$ cat src/rtl/cp_pkg.sv
// Shared types and constants for the clock-port strobe qualifier.
package cp_pkg;

  typedef enum logic [2:0] {IDLE, QUAL, ISSUE, HOLD, RECOVER} state_e;
  typedef enum logic [1:0] {K_NONE, K_RD, K_WR, K_ILL} kind_e;

  localparam logic [1:0] REG_DATA = 2'd0;
  localparam logic [1:0] REG_IRQ  = 2'd1;
  localparam logic [1:0] REG_A_LO = 2'd2;
  localparam logic [1:0] REG_A_HI = 2'd3;

  // Classify one synchronised sample of the active-low strobes.
  function automatic kind_e decode_kind(input logic cs_n, input logic rd_n, input logic wr_n);
    kind_e k;
    k = K_NONE;
    if (!cs_n) begin
      unique case ({rd_n, wr_n})
        2'b01:   k = K_RD;
        2'b10:   k = K_WR;
        2'b00:   k = K_ILL;
        default: k = K_NONE;
      endcase
    end
    return k;
  endfunction

endpackage

$ cat src/rtl/cp_sync.sv
// Multi-flop synchroniser with a per-bit reset value.
module cp_sync #(
  parameter int unsigned    WIDTH   = 1,
  parameter int unsigned    DEPTH   = 2,
  parameter logic [WIDTH-1:0] RST_VAL = '0
) (
  input  logic             clk,
  input  logic             rst,
  input  logic [WIDTH-1:0] d,
  output logic [WIDTH-1:0] q
);

  logic [WIDTH-1:0] sync_q [DEPTH];
  logic [WIDTH-1:0] sync_d [DEPTH];

  always_comb begin
    sync_d[0] = d;
    for (int unsigned i = 1; i < DEPTH; i++) begin
      sync_d[i] = sync_q[i-1];
    end
  end

  always_ff @(posedge clk or posedge rst) begin
    if (rst) begin
      for (int unsigned i = 0; i < DEPTH; i++) begin
        sync_q[i] <= RST_VAL;
      end
    end else begin
      for (int unsigned i = 0; i < DEPTH; i++) begin
        sync_q[i] <= sync_d[i];
      end
    end
  end

  assign q = sync_q[DEPTH-1];

endmodule

$ cat src/rtl/cp_strobe_qual.sv
// Clock-port front end: synchronise, glitch-filter and turn each bus access
// into exactly one valid/ready command, flagging illegal and late cycles.
module cp_strobe_qual
  import cp_pkg::*;
#(
  parameter int unsigned SYNC_STAGES = 2,
  parameter int unsigned FILT_CYCLES = 3
) (
  input  logic       CLK,
  input  logic       RST,
  input  logic       CS_n,
  input  logic       IORD_n,
  input  logic       IOWR_n,
  input  logic [1:0] A,
  input  logic [7:0] CP_D,
  output logic       cmd_valid,
  input  logic       cmd_ready,
  output logic       cmd_wr,
  output logic [1:0] cmd_a,
  output logic [7:0] cmd_d,
  output logic       busy,
  output logic       err_late,
  output logic       err_illegal,
  input  logic       err_clr,
  output logic [7:0] glitch_cnt
);

  localparam int unsigned CNT_W = (FILT_CYCLES < 2) ? 1 : $clog2(FILT_CYCLES + 1);
  localparam logic [CNT_W-1:0] CNT_MAX = CNT_W'(FILT_CYCLES);

  logic [2:0] strb_s;
  logic [9:0] ad_s;

  cp_sync #(.WIDTH(3), .DEPTH(SYNC_STAGES), .RST_VAL(3'b111)) u_sync_strb (
    .clk (CLK),
    .rst (RST),
    .d   ({CS_n, IORD_n, IOWR_n}),
    .q   (strb_s)
  );

  cp_sync #(.WIDTH(10), .DEPTH(SYNC_STAGES), .RST_VAL(10'h000)) u_sync_ad (
    .clk (CLK),
    .rst (RST),
    .d   ({A, CP_D}),
    .q   (ad_s)
  );

  kind_e kind_c;
  kind_e kind_eff_c;

  // Illegal cycles only raise a flag; the sequencer sees them as idle bus.
  always_comb begin
    kind_c     = decode_kind(strb_s[2], strb_s[1], strb_s[0]);
    kind_eff_c = (kind_c == K_ILL) ? K_NONE : kind_c;
  end

  state_e           state_q, state_d;
  kind_e            kind_q, kind_d;
  logic [CNT_W-1:0] cnt_q, cnt_d;
  logic             cmd_valid_q, cmd_valid_d;
  logic             cmd_wr_q, cmd_wr_d;
  logic [1:0]       cmd_a_q, cmd_a_d;
  logic [7:0]       cmd_d_q, cmd_d_d;
  logic             err_late_q, err_late_d;
  logic             err_ill_q, err_ill_d;
  logic [7:0]       glitch_q, glitch_d;
  logic             busy_q, busy_d;

  logic [CNT_W-1:0] cnt_inc;
  logic             capture;
  logic             late_set;
  logic             glitch_inc;

  always_comb begin
    state_d     = state_q;
    kind_d      = kind_q;
    cnt_d       = cnt_q;
    cmd_valid_d = cmd_valid_q;
    cmd_wr_d    = cmd_wr_q;
    cmd_a_d     = cmd_a_q;
    cmd_d_d     = cmd_d_q;
    cnt_inc     = cnt_q + CNT_W'(1);
    capture     = 1'b0;
    late_set    = 1'b0;
    glitch_inc  = 1'b0;

    unique case (state_q)
      IDLE: begin
        if (kind_eff_c != K_NONE) begin
          kind_d = kind_eff_c;
          cnt_d  = CNT_W'(1);
          if (FILT_CYCLES == 1) capture = 1'b1;
          else                  state_d = QUAL;
        end
      end
      QUAL: begin
        if (kind_eff_c == kind_q) begin
          cnt_d = cnt_inc;
          if (cnt_inc == CNT_MAX) capture = 1'b1;
        end else begin
          state_d    = IDLE;
          glitch_inc = 1'b1;
        end
      end
      ISSUE: begin
        if (cmd_ready) begin
          cmd_valid_d = 1'b0;
          cnt_d       = '0;
          state_d     = (kind_eff_c == kind_q) ? HOLD : RECOVER;
        end else if (kind_eff_c == K_NONE) begin
          late_set = 1'b1;
        end
      end
      HOLD: begin
        if (kind_eff_c != kind_q) begin
          state_d = RECOVER;
          cnt_d   = '0;
        end
      end
      RECOVER: begin
        if (kind_eff_c == K_NONE) begin
          cnt_d = cnt_inc;
          if (cnt_inc == CNT_MAX) state_d = IDLE;
        end else begin
          cnt_d = '0;
        end
      end
      default: begin
        state_d = RECOVER;
        cnt_d   = '0;
      end
    endcase

    if (capture) begin
      state_d     = ISSUE;
      cmd_valid_d = 1'b1;
      cmd_wr_d    = (kind_d == K_WR);
      cmd_a_d     = ad_s[9:8];
      cmd_d_d     = (kind_d == K_WR) ? ad_s[7:0] : 8'h00;
    end

    // Set takes priority over a same-cycle clear.
    err_late_d = late_set | (err_late_q & ~err_clr);
    err_ill_d  = (kind_c == K_ILL) | (err_ill_q & ~err_clr);
    glitch_d   = (glitch_inc && glitch_q != 8'hFF) ? glitch_q + 8'd1 : glitch_q;
    busy_d     = (state_d != IDLE);
  end

  // Reset into RECOVER so a cycle already on the bus is never issued.
  always_ff @(posedge CLK or posedge RST) begin
    if (RST) begin
      state_q     <= RECOVER;
      kind_q      <= K_NONE;
      cnt_q       <= '0;
      cmd_valid_q <= 1'b0;
      cmd_wr_q    <= 1'b0;
      cmd_a_q     <= 2'd0;
      cmd_d_q     <= 8'h00;
      err_late_q  <= 1'b0;
      err_ill_q   <= 1'b0;
      glitch_q    <= 8'h00;
      busy_q      <= 1'b1;
    end else begin
      state_q     <= state_d;
      kind_q      <= kind_d;
      cnt_q       <= cnt_d;
      cmd_valid_q <= cmd_valid_d;
      cmd_wr_q    <= cmd_wr_d;
      cmd_a_q     <= cmd_a_d;
      cmd_d_q     <= cmd_d_d;
      err_late_q  <= err_late_d;
      err_ill_q   <= err_ill_d;
      glitch_q    <= glitch_d;
      busy_q      <= busy_d;
    end
  end

  assign cmd_valid   = cmd_valid_q;
  assign cmd_wr      = cmd_wr_q;
  assign cmd_a       = cmd_a_q;
  assign cmd_d       = cmd_d_q;
  assign err_late    = err_late_q;
  assign err_illegal = err_ill_q;
  assign glitch_cnt  = glitch_q;
  assign busy        = busy_q;

endmodule

$ cat config.mk
export PLATFORM = sky130hd
export DESIGN_NAME = cp_strobe_qual
export DESIGN_NICKNAME = d
export VERILOG_FILES = /design/src/rtl/cp_pkg.sv /design/src/rtl/cp_sync.sv /design/src/rtl/cp_strobe_qual.sv
export SDC_FILE = /design/constraint.sdc
export NUM_CORES = 1
export LEC_CHECK = 0
export CORE_MARGIN = 2
export CORE_UTILIZATION = 55
export DETAILED_ROUTE_END_ITERATION = 16
export PLACE_DENSITY = 0.84
export SETUP_SLACK_MARGIN = 0.02
export SYNTH_ARGS = -nofsm -noshare
export SYNTH_HDL_FRONTEND = slang
export SYNTH_SLANG_ARGS = --single-unit
$ cat constraint.sdc
create_clock -name CLK -period 6 [get_ports CLK]
set_input_delay 1.2 -clock CLK [delete_from_list [all_inputs] [get_ports CLK]]
set_output_delay 1.2 -clock CLK [all_outputs]
set_load 0.1 [all_outputs]
### After elaboration in Yosys (flattened, before gate mapping)

Cells that the tools add are included.

* reductions and logical operators: 10
* muxes and demuxes: 32
* add/sub/neg operators: 2
* equal/unequal tests: 16
* bitwise operators: 5

Operators by type and width (number)
* 2-to-1 mux 3 bit: 8
* 2-to-1 mux 2 bit: 9
* one-hot mux 3 bit (5 select lines): 1
* 2-to-1 mux 1 bit: 11
* one-hot mux 2 bit (5 select lines): 1
* adder 8 x 1 -> 8 bit, second input constant: 1
* == test 2 bit, second input constant: 4
* 2-to-1 mux 8 bit: 1
* != test 2 bit, second input constant: 4
* != test 8 bit, second input constant: 1
* == test 3 x 2 -> 1 bit, second input constant: 2
* one-hot mux 2 bit (3 select lines): 1
* nonzero test 2 bit: 3
* zero test 2 bit: 2
* AND reduction 4 bit: 1
* == test 3 x 1 -> 1 bit, second input constant: 1
* == test 3 bit, second input constant: 1
* zero test 3 bit: 1
* nonzero test 3 bit: 1
* adder 2 x 1 -> 2 bit, second input constant: 1
* bitwise AND 1 bit: 2
* == test 2 x 1 -> 1 bit, second input constant: 1
* == test 2 bit: 1
* != test 2 bit: 1
* 4 further kinds: 5

* register bits after elaboration: 56
* output and inout bits: 23
* word-level logic and storage cells: 80

### Longest topological paths before layout

Gate-level depths: netlist of the first run.

* depth in word-level cells: 11
* depth in mapped cells: 8
* mapped depth without buffers: 7

### Hierarchy

Synthesis of the first run repeated with hierarchy kept, for this count alone.

* cell total of the unflattened synthesis: 162
* area total of the unflattened synthesis: 2179.6 um2

By module, submodules not included
* cp_strobe_qual: area an instance 1514.0 um2, seq. area each 753.2 um2, instances 1, cells an instance 134
* cp_sync (u_sync_ad): area an instance 504.2 um2, seq. area each 500.5 um2, instances 1, cells an instance 21
* cp_sync (u_sync_strb): area an instance 161.4 um2, seq. area each 157.7 um2, instances 1, cells an instance 7

### Least setup slack after synthesis of the first run

Ideal clock, no wire load.

* kind: register to register
* start: register glitch_q[0], in the netlist glitch_cnt[0]
* end: register glitch_q[1], in the netlist glitch_cnt[1]
* arrival time: 2117 ps
* library setup time: 126 ps
* slack: 3758 ps
* stages on the path, launching flop included: 6
* required time: 5874 ps
* cells stage by stage: dfrtp_1 > ha_1 > nand2_1 > nor3_2 > nor2_1 > mux2_2

* cells in the longest elaborated chain, start to end: 2
* elaborated cells between the ends (all ways): 3
* classes of those cells: add/sub (1); eq/ne (1); reduce/logical (1)

RTL lines
* start, declared: RTL line cp_strobe_qual.sv:66 `logic [7:0] glitch_q, glitch_d;`
* start signal, assigned: RTL line cp_strobe_qual.sv:173 `glitch_q <= glitch_d;`
* parallel branches: the longest is 2 deep, another holds adder 8 x 1 -> 8 bit

Several ways; the timed one is not identified.
A chain may end at the register's enable or synchronous reset.

### Worst setup path after layout of the first run

* start: register busy_q, in the netlist busy
* end: output port busy

RTL lines
* start, declared: RTL line cp_strobe_qual.sv:67 `logic busy_q, busy_d;`
* start signal, assigned: RTL line cp_strobe_qual.sv:174 `busy_q <= busy_d;`
* end, declared: RTL line cp_strobe_qual.sv:21 `output logic busy,`

No word-level cell between the ends.

==> summary by stage, run 1 <==
Pwr
The power per standard cell area is 481.5 nW/um2. In this run, the combinational gates consume 44.0% of the power. The worst ir drop on vdd is 419.6 uV.

The switching power total is 576.4 uW. The proportion of power drawn by the clock network is 15.4%. Sequential cells burn 40.6% of the power. In this run the static leakage power is 0.001210 uW.

The internal portion of the total power is 695.3 uW. The proportion of total power due to net switching is 45.32%.

Detailed routing
The routed via count is 1,347. The number of DRC violations after detailed-routing iteration 0 is 88. The via density per instance is 5.367.

For this run, the detailed router's first-pass iteration total came to 4. For this run, design rule violations remaining after detail routing come to 0. The routed design has 3.629 mm of wire.

After detailed routing, the average wire length per cell comes to 14.46 um. The count of antenna-violating nets left after detailed routing is 0.

Critical path
The path length in cells of the critical path is 1. On the critical path, the stage with the largest delay is an instance of sky130_fd_sc_hd__clkdlybuf4s50_1. The startpoint of the worst register-to-register path is u_sync_strb.q[1]. The critical path class is reg2out. The critical path goes through clkdlybuf4s50_1.

The number of buffer and inverter instances along the worst setup path is 1. Of all nets on the critical path, the largest fanout is 1. The family of cells with the greatest summed delay on the critical path is buffers and inverters. The cell depth of the worst flop-to-flop path is 7.

The largest incremental delay on the critical path is 1120 ps. The required arrival time at the worst endpoint is 4800 ps. The arrival time at the worst endpoint is 1940 ps. The worst setup path is captured at a primary output. In this run the critical register-to-register path is captured at cnt_q[1]. The setup slack of the most critical reg-to-reg path is 3660 ps.

The worst setup path is launched from a flip-flop.

Hold path
The path with the worst hold slack has its endpoint at u_sync_ad.q[6]. The tightest min-delay check is of the reg2reg type. The cell depth of the worst min-delay path is 0. The critical hold path startpoint is u_sync_ad.sync_d[6].

Yosys
The synthesized netlist net count is 182. The average footprint of a synthesized cell is 13.26 um2. The cell count after synthesis is 160.

During synthesis, Yosys emitted a total of 0 warnings. The number of library cell types mapped by synthesis is 39. The share of the synthesized area in the top cell type is 56.60%. Summing the sequential cell areas from Yosys gives 66.51% of the chip area. The register bit count reported by yosys is 56. The synthesized design spends more area on one cell type than any other, namely sky130_fd_sc_hd__dfrtp_1. By area the synthesized netlist is led by sky130_fd_sc_hd__dfrtp_1 57%, sky130_fd_sc_hd__dfstp_2 9.9%, sky130_fd_sc_hd__xor2_1 3.7%, sky130_fd_sc_hd__a22o_1 3.3%, sky130_fd_sc_hd__ha_1 2.9%. Summing every instance area after synthesis gives 2122 um2.

Timing
For the final routed database, the setup TNS stands at 0 ps. Setup violations remaining at the end of the flow were counted as 0. The number of max-slew violations in the final report is 0. The final critical-path setup slack is 2859 ps.

The share of the clock period used by the worst path is 52.35%. Derived from the worst setup path, the maximum achievable clock frequency is 318.4 MHz. For the pin with the worst max-slew slack, the measured transition is 1094 ps. In this run the tightest slew margin relative to its limit is 26.98%. Setup repair after global routing left no endpoint under its margin. After layout, the minimum clock period comes to 3141 ps. The final hold violation count came to 0. The clock arrives with 5.921 ps of skew. The worst hold slack across all endpoints is 353.5 ps.

Global routing
Summed over all layers, the global routing overflow is 0. The initial antenna violation count came to 0. The via count of the first global-routing pass came to 1,413. Across every metal layer, demand over resource in global routing totals 19.51%. The pin count of the biggest net entering global routing is 57.

The first global-routing pass estimated 6.279 mm of wire.

Clock tree
The number of gates given a new drive strength after cts is 0. The deepest level of the CTS H-tree is 2. Clock tree synthesis selected as its root buffer the cell sky130_fd_sc_hd__clkbuf_8. Buffers inserted during clock tree synthesis total 5. The number of buffers inserted by hold repair at cts is 0. The buffer count from post-CTS setup fixing is 0. TritonCTS built the clock tree. Counting every sink on the clock net gives 56.

The clock insertion delay at the later pin of the skew report is 300 ps. No sink is reached through more buffers than the 2 on the longest clock path. After clock tree synthesis, the clock-pin slew on the worst setup and hold paths is 90 ps.

Final layout
The number of nets in the layout is 224. The repair_antennas step left the layout with diodes totalling 0. The most frequent standard cell in the layout excluding fill and tap cells is sky130_fd_sc_hd__dfrtp_1.

The final standard cell area without fillers is 2641 um2. The share of cells above drive strength 1 is 13.30%. From synthesis to final layout, the design area changed by 24.47%. In the layout the commonest cells are 48 x sky130_fd_sc_hd__dfrtp_1, 39 x sky130_fd_sc_hd__clkdlybuf4s50_1, 16 x sky130_fd_sc_hd__nand2_1, 9 x sky130_fd_sc_hd__xor2_1.

Placement
The area of placed instances is 2556 um2. The global placer's final weighted congestion is 0.8310. After legalization and detailed placement, the total HPWL measured 2.589 mm. The worst setup timing slack at the placement stage is 3179 ps. The count of port buffers added during placement is 39.

Floorplan
The floorplan has 22 rows. The die covers 4371 um2. The placeable core region is 3689 um2.

The overall die width is 66.12 um. 40 I/O pins were placed. The die height is 66.12 um. The starting density of the core is 57.53%.

Job
Max-cap violations in this run came to 0.

Run status
The run finished with clean final reports.
## cell usage after synthesis (all sizes together)
cell and number:
a2bb2oi 1, o2111ai 1, xor2 9, o211ai 1, dfrtp 48, inv 9, a21oi 2, o41ai 1
nor2 5, buf 2, nor4 4, or2 2, o32ai 1, nor4b 1, nor3 6, nand3 3
o31ai 1, or3 2, a221oi 1, and3 1, o22ai 2, dfstp 8, xnor2 2, mux2 5
nand2 16, nor2b 1, nand4bb 1, mux2i 1, nor3b 1, o21ai 2, ha 5, a31oi 2
a21o 3, clkbuf 2, a22o 8
## metal layers
layer | wire length [um] | track usage [%]
met1 | 1523 | 24.94
met2 | 1865 | 31.25
met3 | 155 | 5.281
met4 | 85 | 8.673
met5 | 0 | 0
## flip-flops by register name, indices dropped and copies added (netlist names)
name	count
u_sync_ad.q	10
u_sync_ad.sync_d	10
cmd_d	8
glitch_cnt	8
state_q	3
u_sync_strb.q	3
u_sync_strb.sync_d	3
cmd_a	2
cnt_q	2
kind_q	2
busy	1
cmd_valid	1
cmd_wr	1
err_illegal	1
err_late	1
## kinds of logic after synthesis
group,count (synthesis),share of synthesized area [%]
multiplexers,6,3.125
flip-flops,56,66.51
XOR/XNOR,11,4.540
AND/OR/NAND/NOR,43,10.97
buffers and inverters,13,2.358
adder cells (fa/ha/maj),5,2.948
AO/OA/AOI/OAI,26,9.552
## through the flow
step | utilization (%) | power, uW | cells
2_1_floorplan | - | 946.6 | 160
3_3_place_gp | 69.30 | 1062 | 243
3_5_place_dp | 69.30 | 1084 | 243
4_1_cts | 71.61 | 1280 | 251
5_1_grt | 71.61 | 1341 | 251
6_report | 71.61 | 1272 | 251
## power by group through the flow
stage          Clock, uW  Combinational, uW  Sequential, uW
6_report             196                559             516
5_1_grt              218                596             527
4_1_cts              201                562             516
3_5_place_dp           0                561             523
3_3_place_gp           0                545             516
2_1_floorplan          0                188             758
## cell type report
type	instances	area [um2]
Sequential cell	56	1411
Clock inverter	1	8.758
Inverter	9	33.78
Fill cell	255	1047
Tap cell	48	60.06
Clock buffer	7	76.32
Multi-Input combinational cell	91	660.6
Timing Repair Buffer	39	390.4
## worst max path at each step
stage	startpoint	to	slack [ps]
after floorplan	RST	cmd_a[0]	3440
after global placement	busy	busy	3180
after global routing	busy	busy	2820
final	busy	busy	2860
after detailed placement	busy	busy	3180
after CTS	busy	busy	2850
Power figures use the tool's default switching activity.
==> run 2: changes to the inputs <==
CORE_UTILIZATION = 46   (was 55)
PLACE_DENSITY = 0.75   (was 0.84)
clock period = 2.7 ns   (was 6 ns; I/O delays follow)
==> summary by stage, run 2 (same netlist as run 1, synthesis figures left out) <==
Run status
The run finished with clean final reports.

Critical path
The worst setup path is captured at a flip-flop. The required arrival time at the worst endpoint is 2920 ps. Of all nets on the critical path, the largest fanout is 7. Across all register-to-register paths, the minimum setup slack is 340 ps. The arrival time at the worst endpoint is 2580 ps.

The cell depth of the worst flop-to-flop path is 7. The type of origin of the critical path is a flip-flop. The endpoint of the most critical register-to-register path is glitch_cnt[6].

The critical path class is reg2reg. The worst setup path startpoint is u_sync_strb.q[0]. In this run the critical register-to-register path is launched from u_sync_strb.q[0].

Hold path
The end of the worst hold path is u_sync_ad.q[0]. The worst hold path begins at u_sync_ad.sync_d[0]. The worst hold path passes through 0 cells. In this run the worst hold path is classified as reg2reg.

Detailed routing
The pre-antenna-repair detailed-routing pass consisted of 4 iterations. The wire length on met1 is 1.642 mm. In this run, the number of DRC markers left after iteration 0 of detailed routing was 109. The amount of wire on met3 after detailed routing is 148 um. In the final routed layout, each cell accounts on average for 14.69 um. The routed design has 3.789 mm of wire.

The routed layout has 1,359 vias. The remaining design rule violation count is 0. The via density per instance is 5.267. The count of antenna-violating nets left after detailed routing is 0. The highest signal layer in the routed design is met4. The sum of met2 wire segment lengths after detailed routing is 1.933 mm.

Timing
The worst path uses 87.36% of the clock period. The final critical-path setup slack is 341.2 ps. The worst clock skew on the final layout is 11.23 ps. The pin slew with the least headroom to its limit is 696.4 ps. The worst slew margin relative to its limit is 53.51%. For the final routed database, the setup TNS stands at 0 ps. Setup repair after global routing left no endpoint under its margin. Setup violations remaining at the end of the flow were counted as 0. The final hold violation count is 0.

Counting I/O delays and the setup requirement, the final critical path takes 2359 ps. The top achievable clock speed is 424.0 MHz. The number of max-slew violations in the final report was 0.

Final layout
The filler cells instantiated in the layout total 344. The final layout contains 227 nets. The final cell utilization of the core is 59.18%. Summing all flip-flop and latch instances after layout gives 1411 um2.

The most frequent standard cell in the layout excluding fill and tap cells is sky130_fd_sc_hd__dfrtp_1. The top cell types in the final layout, fill and taps aside, are 48 x sky130_fd_sc_hd__dfrtp_1, 26 x sky130_fd_sc_hd__buf_4, 16 x sky130_fd_sc_hd__nand2_1, 16 x sky130_fd_sc_hd__clkdlybuf4s50_1, 9 x sky130_fd_sc_hd__xor2_1. Of the cells placed in the final design, the portion with a size suffix greater than 1 is 26.21%.

The post-synthesis to final-layout area growth is 23.11%. The antenna diode count is 0. The total area of multi-input combinational cells is 660.6 um2.

Floorplan
The die covers 5172 um2. The overall die width is 71.92 um. The I/O pin count is 40.

The placeable core region is 4414 um2. The starting density of the core is 48.07%. The floorplan has 24 rows. The die height is 71.92 um.

Placement
Prior to clock tree synthesis, the placed netlist has a worst setup slack of 361.8 ps. At the end of routability-driven placement, the weighted congestion stood at 0.8931. In this run the tool buffered the top-level ports with 39 buffer cells.

The HPWL after detailed placement is 2.795 mm.

Clock tree
For this design, the sink count on the clock tree is 56. CTS placed an instance of sky130_fd_sc_hd__clkbuf_8 at the clock tree root. The clock insertion delay at the later pin of the skew report is 310 ps.

The deepest level of the CTS H-tree is 2. The deepest clock path buffer count is 2. The number of hold buffers added after CTS was 0. Post-CTS timing repair inserted 0 buffers for setup. Clock-pin slew was measured on the worst setup and hold paths at 100 ps. Buffers inserted during clock tree synthesis total 5. The number of gates given a new drive strength after cts is 0. The clock tree from TritonCTS is done.

Global routing
The initial antenna violation count was 0. Entering global routing, the biggest net connects 37 pins. Across every metal layer, demand over resource in global routing totals 15.97%. The total overflow left after global routing is 0.

The first global-routing pass estimated 6.285 mm of wire. The via count of the first global-routing pass is 1,352.

Pwr
The leakage power of the design is 0.001268 uW. Dividing total power by cell area gives a power density of 1071 nW/um2. The design draws 2797 uW.

The worst-case IR drop observed on VDD is 725.1 uV.

Job
The tool flagged a number of max-cap violations equal to 0.
-- run 2: cell types whose count changed in the layout (fill, tap and decap cells not counted) --
cell | before | now
sky130_fd_sc_hd__inv_6 | 0 | 1
sky130_fd_sc_hd__clkinv_4 | 1 | 0
sky130_fd_sc_hd__clkdlybuf4s50_1 | 39 | 16
sky130_fd_sc_hd__clkinv_2 | 0 | 1
sky130_fd_sc_hd__buf_4 | 0 | 26
sky130_fd_sc_hd__clkbuf_1 | 2 | 1
-- run 2: per-stage QoR --
stage / hold slack, ps / area [um2] / cells
CTS: 352.3 / 2613 / 258
global placement: 332.2 / 2526 / 250
global route: 357.0 / 2613 / 258
finish: 349.6 / 2613 / 258
detailed placement: 336.3 / 2526 / 250
floorplan: 331.2 / 2122 / 160
-- run 2: layout make-up --
class                   count  area share [%]
clock buffers               6           2.778
multi-input cells          91           25.29
well taps                  52           2.490
flip-flops and latches     56           54.02
inverters                   9           1.293
repair buffers             42           13.60
clock inverters             2          0.5268
-- run 2: worst max-delay path, cell delays in order, from the launching register on --
cell                        delay (ps)
sky130_fd_sc_hd__dfstp_2           370
sky130_fd_sc_hd__or2_2             300
sky130_fd_sc_hd__inv_1              90
sky130_fd_sc_hd__ha_1              240
sky130_fd_sc_hd__xor2_1            350
sky130_fd_sc_hd__o2111ai_2         290
sky130_fd_sc_hd__nor4_1            430
sky130_fd_sc_hd__xor2_1            200
-- run 2: where the power goes --
group	total, uW	leakage (uW)	switching [uW]	internal (uW)
clock	435	0.0000456	250	185
sequential	1150	0.000689	160	993
combinational	1210	0.000534	870	338
-- run 2: worst max-delay path by stage --
stage / end / slack [ps] / cells after the start
after floorplan: glitch_cnt[1] / 460 / 5
after global placement: glitch_cnt[1] / 480 / 7
after detailed placement: glitch_cnt[6] / 360 / 7
after CTS: glitch_cnt[6] / 330 / 7
after global routing: glitch_cnt[6] / 230 / 7
final: glitch_cnt[6] / 340 / 7
-- run 2: routing by layer --
layer,GRT usage [%],vias up
li1,-,650
met1,20.27,679
met2,25.72,26
met3,4.583,4
met4,7.128,0
met5,0,-
==> patch 1: new RTL, settings of run 2 <==
Register the output `glitch_cnt` once more; this adds one clock of latency there. The other outputs are not delayed to match.
--- a/src/rtl/cp_strobe_qual.sv
+++ b/src/rtl/cp_strobe_qual.sv
@@ -182,5 +182,7 @@
   assign err_late    = err_late_q;
   assign err_illegal = err_ill_q;
-  assign glitch_cnt  = glitch_q;
+  always_ff @(posedge CLK) begin
+    glitch_cnt <= glitch_q;
+  end
   assign busy        = busy_q;
 
Behaviour: not the same (Yosys sat finds a counterexample within 10 cycles, from zero or initial values and one cycle with RST high).
==> patch 1 against run 2 <==
- total power increased by 7.2%
- sequential cell count increased by 8
- die area increased by 7.2%
- setup slack improved by 0.11 ns
- worst hold slack got worse by 0.0025 ns
- area after synthesis increased by 7.7%
- design area increased by 11%
- clock power increased by 82%
- wire length decreased by 5.3%
==> patch 1: results (changes against run 2) <==
Layout
  • Fillers: 383 (+11%)
  • Seq Cell Count: 64 (+14%)
  • NumNets Final: 238 (+4.8%)
  • Buffers, non-clock: 41 (-2.4%)
  • Post-Layout Cell Count: 288 (+12%)
  • Data buffer area share: 12.38% (-1.2 points)
  • Non-clk invs: 6 (-3)
  • Fraction of area in multi-input gates: 23.13% (-2.2 points)
  • Final clock-cell share: 6.836% (+3.5 points)
  • #MultiIn Comb: 94 (+3.3%)

Power
  • Pleak: 1.382 nW (+9.0%)
  • Max IR drop VDD: 0.5354 mV (-26%)
  • Int Power: 1.874 mW (+24%)

Floorplanning
  • Number of core rows: 25 (+4.2%)

Setup path
  • CP max-delay cell: dfstp_2
  • CP max FO: 4 (-3)
  • Arrival time worst endpoint: 2.46 ns (-0.12 ns)
  • Slowest stage delay, CP: 0.36 ns (-0.07 ns)

Place
  • Placed Instances: 272 (+8.8%)
  • HPWL Detailed: 2488 µm (-11%)
  • Gp weighted congestion: 0.8103 (-9.3%)
  • Placed cell area: 2711 µm² (+7.3%)
  • Dpl ws: 0.4677 ns (+0.1059 ns)

Global route
  • Vias in the first global route: 1307 (-3.3%)
  • Met3 global-route usage: 5.014% (+0.43 points)
  • Largest net degree at the start of global routing: 41 (+11%)
  • GRT Util Overall: 15.35% (-0.62 points)
  • Met2 Usage GRT: 20.55% (-5.2 points)

Detailed routing
  • Met3 WL: 187 µm (+26%)
  • Vias per cell: 4.760 (-9.6%)
  • Met2 wire len: 1641 µm (-15%)
  • Initial DRC Count: 83 (-24%)

Clocking
  • Worst skew pair latency: 0.33 ns (+0.02 ns)
  • Total CTS buffers: 9 (+4)
  • H-tree level count: 3 (+1)

Synthesis
  • Ranking of synthesized cells by area: dfrtp_1 (53%), dfstp_2 (9.2%), dfxtp_1 (7.0%)
  • Post-synthesis adder-cell area fraction: 2.738% (-0.21 points)
  • Mux contribution to synthesized area: 2.903% (-0.22 points)
  • Syn_nets: 190 (+4.4%)
  • Fraction of registers with async set or reset after synthesis: 87.50% (-13 points)
  • Synth Instances: 168 (+5.0%)
  • Compound-Gate Fraction of Synth Area: 8.324% (-1.2 points)
  • Post-Synth XOR/XNOR Area: 4.162% (-0.38 points)
  • Synth cell types: 37 (-5.1%)

Timing
  • Worst slew pin tran: 0.6244 ns (-0.07204 ns)
  • Clock skew: 0.007352 ns (-0.003878 ns)

Status
  • Outcome: finished, final reports clean

Hold path
  • Hold Startpoint: u_sync_ad.sync_d[4]$_DFF_PP0_
patch 1: power by group through the flow:
stage / Clock, mW / Sequential [mW] / Combinational [mW]
after floorplan: 0 / 1.65 / 0.361
after global routing: 0.867 / 1.30 / 0.997
after detailed placement: 0 / 1.29 / 0.937
after global placement: 0 / 1.29 / 0.925
final: 0.792 / 1.27 / 0.934
after CTS: 0.817 / 1.27 / 0.938
patch 1: path summary, 6_finish.rpt:
path | end | slack (ns) | cells past startpoint
max in group asynchronous | u_sync_strb.q[2]$_DFF_PP1_ | 1.59 | 3
min in group asynchronous | glitch_q[4]$_DFFE_PP0P_ | 0.52 | 2
worst min-delay path | u_sync_ad.q[4]$_DFF_PP0_ | 0.35 | 0
worst min register to register | u_sync_ad.q[4]$_DFF_PP0_ | 0.35 | 0
worst max register to register | cnt_q[1]$_DFFE_PP0P_ | 0.46 | 7
worst max-delay path | cnt_q[1]$_DFFE_PP0P_ | 0.46 | 7
==> patch 2: new RTL, config.mk and constraints of run 2 <==
Made on the original files. The parameter `RST_VAL` goes from 3'b111 to 3'b101.
--- a/src/rtl/cp_strobe_qual.sv
+++ b/src/rtl/cp_strobe_qual.sv
@@ -32,5 +32,5 @@
   logic [9:0] ad_s;
 
-  cp_sync #(.WIDTH(3), .DEPTH(SYNC_STAGES), .RST_VAL(3'b111)) u_sync_strb (
+  cp_sync #(.WIDTH(3), .DEPTH(SYNC_STAGES), .RST_VAL(3'b101)) u_sync_strb (
     .clk (CLK),
     .rst (RST),
Formal check against the unedited RTL: no difference found for any inputs over 10 cycles, from zero or initial values and one cycle with RST high; that may be too few to reach the edited logic, so the function may still have changed.
==> patch 2 against run 2 <==
- critical path depth unchanged
- total power up 0.29%
- design area unchanged
- largest cell class unchanged
- worst hold slack better by 0.0066 ns
- core utilization up 0.41 points
- largest power group unchanged
- setup slack better by 0.0081 ns
- wire length up 3.1%
- critical endpoint is now cnt_q[1]$_DFFE_PP0P_
- sequential cell count unchanged
- area after synthesis down 0.12%
==> patch 2: results (changes against run 2) <==
Status
  • Outcome: finished, final reports clean

Global route
  • GRT Util Overall: 17.04% (+1.1 points)
  • Largest net degree at the start of global routing: 23 (-38%)
  • Met3 global-route usage: 5.204% (+0.62 points)
  • Met2 Usage GRT: 28.60% (+2.9 points)
  • Vias in the first global route: 1416 (+4.7%)
  • Global-route wire length before repair: 6644 µm (+5.7%)
  • M1 GR Usage: 20.65% (+0.38 points)

Synthesis
  • Sequential share of the synthesized area: 66.47% (about the same)
  • Commonest cells in the synthesized netlist: dfrtp_1 (50), nand2_1 (16), inv_1 (9), xor2_1 (9), a22o_1 (8)
  • Commonest register cell after synthesis: dfrtp_1
  • Ranking of synthesized cells by area: dfrtp_1 (59%), dfstp_2 (7.4%), xor2_1 (3.7%)
  • Post-Synthesis Mean Instance Area: 13.25 µm² (-0.12%)
  • Synthesis Warnings: 0 (unchanged)
  • Fraction of registers with async set or reset after synthesis: 100.0% (unchanged)

Place
  • Port Buf Inserts: 39 (unchanged)
  • Gp weighted congestion: 0.8406 (-5.9%)
  • Placed Instances: 250 (unchanged)
  • HPWL Detailed: 2900 µm (+3.7%)

Detailed routing
  • Drt total wl: 3906 µm (+3.1%)
  • Initial DRC Count: 68 (-38%)
  • Drt pass-1 iters: 4 (unchanged)
  • Metal-1 WL: 1633 µm (-0.55%)
  • Vias per cell: 5.481 (+4.0%)
  • Met2 wire len: 1989 µm (+2.9%)
  • Met3 WL: 190 µm (+28%)

Clocking
  • Clk pin slew, worst setup/hold paths: 0.10 ns (about the same)
  • Total CTS buffers: 5 (unchanged)
  • Root buf cell: clkbuf_8
  • PostCTS Resize Cnt: 0 (unchanged)
  • Clock Tree Buf Depth: 2 (unchanged)

Setup path
  • CP endpoint: cnt_q[1]$_DFFE_PP0P_
  • CP top delay family: compound AO/OA/AOI/OAI gates
  • Arrival time worst endpoint: 2.54 ns (-0.04 ns)
  • Crit Reg-Reg Startpoint: u_sync_strb.q[1]$_DFF_PP0_
  • Slowest stage delay, CP: 0.38 ns (-0.05 ns)
  • CP max-delay cell: mux2_2
  • Crit end category: flop
  • R2R Setup Slk: 0.35 ns
  • Reg2Reg Depth: 7 (unchanged)
  • CP max FO: 4 (-3)
  • Critical path startpoint: u_sync_strb.q[1]$_DFF_PP0_

Hold path
  • HP Class: reg2reg
  • Hold path depth: 0 (unchanged)
  • Hold Startpoint: u_sync_ad.sync_d[2]$_DFF_PP0_
  • Worst Hold End: u_sync_ad.q[2]$_DFF_PP0_

Layout
  • Fillers: 350 (+1.7%)
  • Reg area: 1409 µm² (-0.18%)
  • Share of cells above drive strength 1: 25.24% (-0.97 points)

Floorplanning
  • Number of core rows: 24 (unchanged)

Power
  • Pleak: 1.266 nW (-0.15%)
  • Sw Ratio: 45.98% (+0.22 points)
  • Max IR drop VDD: 0.7639 mV (+5.3%)

Timing
  • Worst slew pin tran: 0.4419 ns (-0.2545 ns)
  • Clock skew: 0.01127 ns (+0.00004010 ns)
==> patch 2: cell types whose count changed after synthesis <==
cell	delta
dfrtp_1	+2
dfstp_2	-2
==> patch 2: worst register-to-register path: stages, from the launching register on <==
cell	delay, ns
dfrtp_1	0.36
or2_2	0.31
inv_1	0.09
ha_1	0.26
xor2_1	0.32
o21ai_0	0.17
a221oi_1	0.35
mux2_2	0.38
==> patch 2: cell type report <==
type                            count  share of cell area [%]
Inverter                            9                   1.293
Clock inverter                      2                  0.6226
Multi-Input combinational cell     91                   25.29
Tap cell                           52                   2.490
Timing Repair Buffer               42                   13.60
Clock buffer                        6                   2.778
Sequential cell                    56                   53.93
==> patch 2: power by group through the flow <==
stage | combinational [mW] | clock (mW) | sequential, mW
after floorplan | 0.419 | 0 | 1.68
after CTS | 1.22 | 0.455 | 1.15
after global placement | 1.19 | 0 | 1.16
after global routing | 1.29 | 0.494 | 1.18
final | 1.22 | 0.437 | 1.15
after detailed placement | 1.22 | 0 | 1.16
==> patch 2: logic make-up after synthesis <==
logic type	after synthesis	share of synthesized area, %
flip-flops	56	66.47
AND/OR/NAND/NOR	43	10.98
AO/OA/AOI/OAI	26	9.563
buffers and inverters	13	2.361
XOR/XNOR	11	4.546
multiplexers	6	3.129
adder cells (fa/ha/maj)	5	2.952
==> patch 2: per-stage QoR <==
step	hold WS [ns]	worst slack, ns	utilization [%]	area [µm²]
after floorplan	0.3312	0.4577	-	2120
after CTS	0.3554	0.3590	59.59	2613
after global routing	0.3670	0.2129	59.59	2613
after global placement	0.3322	0.4898	57.56	2524
final	0.3562	0.3493	59.59	2613
after detailed placement	0.3347	0.3865	57.56	2524
